`config.mk`:
```
export PLATFORM = sky130hd
export DESIGN_NAME = bcd_adder_flat
export DESIGN_NICKNAME = d
export VERILOG_FILES = /design/src/rtl/bcd_adder_if.sv /design/src/rtl/bcd_adder.sv /design/src/flat_wrapper.sv
export SDC_FILE = /design/constraint.sdc
export NUM_CORES = 1
export LEC_CHECK = 0
export BUFFER_PORTS_ARGS = -buffer_cell sky130_fd_sc_hd__buf_2
export CORE_AREA = 2 2 39 41
export CTS_CLUSTER_SIZE = 25
export DETAILED_ROUTE_END_ITERATION = 7
export DIE_AREA = 0 0 41 43
export PLACE_DENSITY_LB_ADDON = 0.12
export SLEW_MARGIN = 20
export SYNTH_ARGS = -nofsm -noshare
export SYNTH_HDL_FRONTEND = slang
export SYNTH_SLANG_ARGS = --single-unit
```
`constraint.sdc`:
```
create_clock -name clk -period 0.8 [get_ports clk]
set_clock_uncertainty 0.15 [all_clocks]
set_input_delay 0.04 -clock clk [delete_from_list [all_inputs] [get_ports clk]]
set_output_delay 0.04 -clock clk [all_outputs]
set_load 0.02 [all_outputs]
```
`src/rtl/bcd_adder_if.sv`:
```
// bcd_adder_if: operand and result bundle for one BCD digit slice.
interface bcd_adder_if;
  logic [3:0] X;
  logic [3:0] Y;
  logic       c_in;
  logic       c_out;
  logic [7:0] result;
  logic       out_of_range;
  modport master (output X, Y, c_in, input c_out, result, out_of_range);
  modport slave  (input X, Y, c_in, output c_out, result, out_of_range);
endinterface

```
`src/rtl/bcd_adder.sv`:
```
// bcd_adder: registered single-digit BCD adder with decimal carry and range flag.
module bcd_adder (
  input logic        clk,
  input logic        rst,
  bcd_adder_if.slave bus
);
  logic [4:0] sum;
  logic       bad, carry;
  logic [7:0] result_d, result_q;
  logic       c_out_d, c_out_q, oor_d, oor_q;
  always_comb begin
    sum      = {1'b0, bus.X} + {1'b0, bus.Y} + {4'b0, bus.c_in};
    bad      = (bus.X > 4'd9) || (bus.Y > 4'd9);
    carry    = sum >= 5'd10;
    // Out-of-range operands force a clean zero result so downstream digits see no carry.
    result_d = bad ? 8'h00 : carry ? {4'h1, sum[3:0] + 4'd6} : {4'h0, sum[3:0]};
    c_out_d  = !bad && carry;
    oor_d    = bad;
  end
  always_ff @(posedge clk or posedge rst) begin
    if (rst) begin
      result_q <= 8'h00;
      c_out_q  <= 1'b0;
      oor_q    <= 1'b0;
    end else begin
      result_q <= result_d;
      c_out_q  <= c_out_d;
      oor_q    <= oor_d;
    end
  end
  assign bus.result       = result_q;
  assign bus.c_out        = c_out_q;
  assign bus.out_of_range = oor_q;
endmodule

```
`src/flat_wrapper.sv`:
```
// flat-port wrapper written by rule: the top's interface ports become plain ports
module bcd_adder_flat 
  (clk, rst, bus_X, bus_Y, bus_c_in, bus_c_out, bus_result, bus_out_of_range);
  bcd_adder_if bus_i ();
  input logic clk;
  input logic rst;
  input wire logic [$bits(bus_i.X)-1:0] bus_X;
  input wire logic [$bits(bus_i.Y)-1:0] bus_Y;
  input wire logic [$bits(bus_i.c_in)-1:0] bus_c_in;
  output wire logic [$bits(bus_i.c_out)-1:0] bus_c_out;
  output wire logic [$bits(bus_i.result)-1:0] bus_result;
  output wire logic [$bits(bus_i.out_of_range)-1:0] bus_out_of_range;
  assign bus_i.X = bus_X;
  assign bus_i.Y = bus_Y;
  assign bus_i.c_in = bus_c_in;
  assign bus_c_out = bus_i.c_out;
  assign bus_result = bus_i.result;
  assign bus_out_of_range = bus_i.out_of_range;
  bcd_adder u_core (.clk(clk), .rst(rst), .bus(bus_i));
endmodule
```
==> impl_metrics.xml <==
<?xml version="1.0" encoding="UTF-8"?>
<metrics>
  <group name="status">
    <metric name="status" unit="">finished, violations left</metric>
    <metric name="violations" unit="">setup timing</metric>
  </group>
  <group name="placement">
    <metric name="placement.setup.worst_slack" unit="ns">-1.463</metric>
    <metric name="place_congestion" unit="">0.7399</metric>
    <metric name="dpl_cell_area" unit="um^2">725.7</metric>
    <metric name="io_buffer_count" unit="">17</metric>
    <metric name="dp_hpwl" unit="um">926.6</metric>
  </group>
  <group name="sta">
    <metric name="top_achievable_clock_speed" unit="GHz">0.5129</metric>
    <metric name="setup_viol" unit="">12</metric>
    <metric name="drv_slew" unit="">0</metric>
    <metric name="fin_hold_ws" unit="ns">0.01089</metric>
    <metric name="tcrit_tclk_final" unit="%">243.7</metric>
    <metric name="period_minus_slack" unit="ns">1.950</metric>
    <metric name="hold_viol_final" unit="">0</metric>
    <metric name="setup_repair_after_global_routing_missed_its_margin" unit="">yes</metric>
    <metric name="final_ws_setup" unit="ns">-1.150</metric>
  </group>
  <group name="global_routing">
    <metric name="grt.total_usage" unit="%">14.89</metric>
    <metric name="global_route.overflow_total" unit="">0</metric>
    <metric name="grt_start_max_net_pins" unit="">7</metric>
    <metric name="wire_length_of_the_first_global_routing_pass" unit="um">1752</metric>
    <metric name="antenna_violations_before_repair" unit="">0</metric>
    <metric name="vias_in_the_first_global_route" unit="">475</metric>
  </group>
  <group name="power_and_ir_drop">
    <metric name="p_per_area" unit="mW/mm^2">1664</metric>
    <metric name="netSwitchingFraction" unit="%">33.81</metric>
    <metric name="ir_drop" unit="V">0.0006357</metric>
    <metric name="share_seq_of_total_power" unit="%">26.1</metric>
    <metric name="cellInternalPower" unit="uW">931.8</metric>
    <metric name="combPwrFrac" unit="%">52.2</metric>
    <metric name="clockPowerShare" unit="%">21.7</metric>
    <metric name="power_leakage" unit="uW">0.0004205</metric>
    <metric name="net-switching-power" unit="uW">475.9</metric>
  </group>
  <group name="layout">
    <metric name="drive_gt1_share" unit="%">68.60</metric>
    <metric name="number_of_nets_in_the_final_layout" unit="">104</metric>
    <metric name="post-route-cell-area" unit="um^2">845.8</metric>
    <metric name="p_r_area_growth_vs_syn" unit="%">72.01</metric>
    <metric name="num_antenna_cells" unit="">0</metric>
  </group>
  <group name="clock_network">
    <metric name="cts_htree_levels" unit="">1</metric>
    <metric name="clock_pin_slew_on_the_worst_setup_and_hold_paths" unit="ns">0.04</metric>
    <metric name="ctsRootBufferMaster" unit="">clkbuf_4</metric>
    <metric name="clockBufferDepth" unit="">2</metric>
    <metric name="numCtsBuffers" unit="">3</metric>
    <metric name="number_of_sinks_driven_by_the_clock_tree" unit="">6</metric>
    <metric name="cts_tree" unit="">yes</metric>
  </group>
  <group name="yosys">
    <metric name="ys_seq_area_share" unit="%">30.53</metric>
    <metric name="yosysWarningCount" unit="">0</metric>
    <metric name="synth.avg_cell_area" unit="um^2">9.834</metric>
    <metric name="yosys.cell_count.top_type" unit="">dfrtp_1</metric>
    <metric name="async_reset_ff_share" unit="%">100.0</metric>
    <metric name="post_synth_most_frequent_cells" unit="">dfrtp_1, nor2_1, buf_4, ha_1, inv_1</metric>
    <metric name="ys_top_cells_by_area" unit="">dfrtp_1, ha_1, fa_1, buf_4, nor2_1</metric>
    <metric name="synth_cell_types" unit="">26</metric>
    <metric name="synth_cells" unit="">50</metric>
    <metric name="count_of_flip_flops_with_a_built_in_enable_after_synthesis" unit="">0</metric>
    <metric name="netlist.area_leader.share" unit="%">30.53</metric>
    <metric name="yosys_most_used_dff" unit="">dfrtp_1</metric>
    <metric name="yosys_register_bits" unit="">6</metric>
    <metric name="synth_largest_area_cell" unit="">dfrtp_1</metric>
    <metric name="mappedNetlistArea" unit="um^2">491.7</metric>
  </group>
  <group name="route">
    <metric name="first_pass_iters" unit="">4</metric>
    <metric name="detailroute.via_count" unit="">462</metric>
    <metric name="vias_per_cell" unit="">4.529</metric>
    <metric name="remaining_drc_errors" unit="">0</metric>
    <metric name="antenna_violating_nets_post_route" unit="">0</metric>
    <metric name="detail_route.iter0.violations" unit="">1</metric>
    <metric name="routed_wire_length_per_instance" unit="um">10.50</metric>
    <metric name="drt-total-wl" unit="um">1071</metric>
  </group>
  <group name="run">
    <metric name="timing.max_cap.violations" unit="">0</metric>
  </group>
  <group name="floorplan">
    <metric name="die-area" unit="mm^2">0.001763</metric>
    <metric name="initial_core_util" unit="%">35.53</metric>
    <metric name="core_area" unit="mm^2">0.001384</metric>
    <metric name="placement_rows" unit="">14</metric>
    <metric name="die_h" unit="um">43</metric>
    <metric name="die_width" unit="um">41</metric>
    <metric name="io_pins" unit="">21</metric>
  </group>
  <group name="worst_setup_path">
    <metric name="cp.required" unit="ns">0.78</metric>
    <metric name="crit_path_max_fanout" unit="">3</metric>
    <metric name="timing.critical_path.to_type" unit="">register</metric>
    <metric name="critical_path_class" unit="">in2reg</metric>
    <metric name="setup.worst_path.start_class" unit="">input pin</metric>
    <metric name="cp.arrival" unit="ns">1.93</metric>
  </group>
  <group name="hold_path">
    <metric name="min-delay-start" unit="">bus_X[3]</metric>
    <metric name="whs_endpoint" unit="">u_core.bus.result[3]</metric>
    <metric name="worstHoldPathType" unit="">in2reg</metric>
    <metric name="hold_depth" unit="">4</metric>
  </group>
</metrics>
[flip-flops by register name, indices dropped and copies added, names as in the netlist]
signal	cells
u_core.bus.out_of_range	1
u_core.bus.result	5
[cell families (layout without fill, tap and decap cells)]
family	after synthesis	in the layout	share of synthesized area (%)
other cells	1	3	0.7626
fa+ha+maj	6	6	18.32
simple gates	16	16	17.81
buf+inv	8	42	9.160
compound gates	11	11	17.05
flops	6	6	30.53
xor+xnor	1	1	3.309
mux	1	1	3.053
[worst max-delay path, stage by stage]
cell and delay, ns:
buf_6 0.09, fa_2 0.38, inv_2 0.06, fa_2 0.46
ha_4 0.18, a21boi_4 0.14, o211ai_2 0.19, nand2_2 0.09
mux2_4 0.30
[metal layers]
| layer | global-route usage, % | up-vias | part of all wire [%] |
|---|---|---|---|
| met1 | 14.56 | 207 | 34 |
| met3 | 3.141 | 2 | 5.6 |
| met4 | 8.000 | 0 | 1.3 |
| li1 | - | 235 | - |
| met5 | 0 | - | 0 |
| met2 | 26.56 | 18 | 59 |
[power by group through the flow]
stage	logic (uW)	registers [uW]	clock network, uW
after floorplan	338	417	0
after global placement	623	359	0
after detailed placement	624	361	0
after CTS	701	369	313
after global routing	799	375	344
final	734	368	306
[placed cells by master (no fill, tap or decap), types with 2 or more instances in the layout]
cell type,instances
nand2_2,2
buf_4,16
fa_2,2
o21ai_2,2
inv_1,3
conb_1,3
nor2_1,4
ha_1,3
buf_2,9
dfrtp_1,5
clkbuf_4,3
buf_6,8
[what timing repair did]
item	in CTS	in global routing
pin swaps	7	3
endpoints found under the setup margin	13	13
gates resized for setup	19	6
hold buffers	1	0
setup buffers	1	0
endpoints found under the hold margin	6	0
[how the worst max path moves through the flow]
stage	start	to	slack, ns	cells after the start
global placement	bus_c_in	u_core.bus.result[2]	-1.45	9
finish	bus_X[0]	u_core.bus.result[2]	-1.15	9
detailed placement	bus_c_in	u_core.bus.result[2]	-1.46	9
global route	bus_X[0]	u_core.bus.result[2]	-1.24	9
CTS	bus_X[0]	u_core.bus.result[2]	-1.15	9
floorplan	bus_c_in	u_core.bus.result[2]	-1.32	9
[area by class of cell]
| type | count | area (um^2) |
|---|---|---|
| clock buffer | 4 | 26.28 |
| inverter | 4 | 15.01 |
| sequential | 6 | 151.4 |
| timing repair buffer | 34 | 265.3 |
| fill | 125 | 538.0 |
| multi-input combinational | 38 | 367.9 |
| tap | 16 | 20.02 |
[stage by stage]
step,utilization (%),instances,total power (uW),setup TNS [ns]
after floorplan,-,52,755.2,-4.753
after global placement,52.44,97,981.4,-6.098
final,61.12,102,1408,-5.278
after global routing,61.12,102,1517,-5.922
after CTS,59.22,102,1383,-5.342
after detailed placement,52.44,97,985.5,-6.180
No activity file was read; power rests on OpenSTA's default activity.
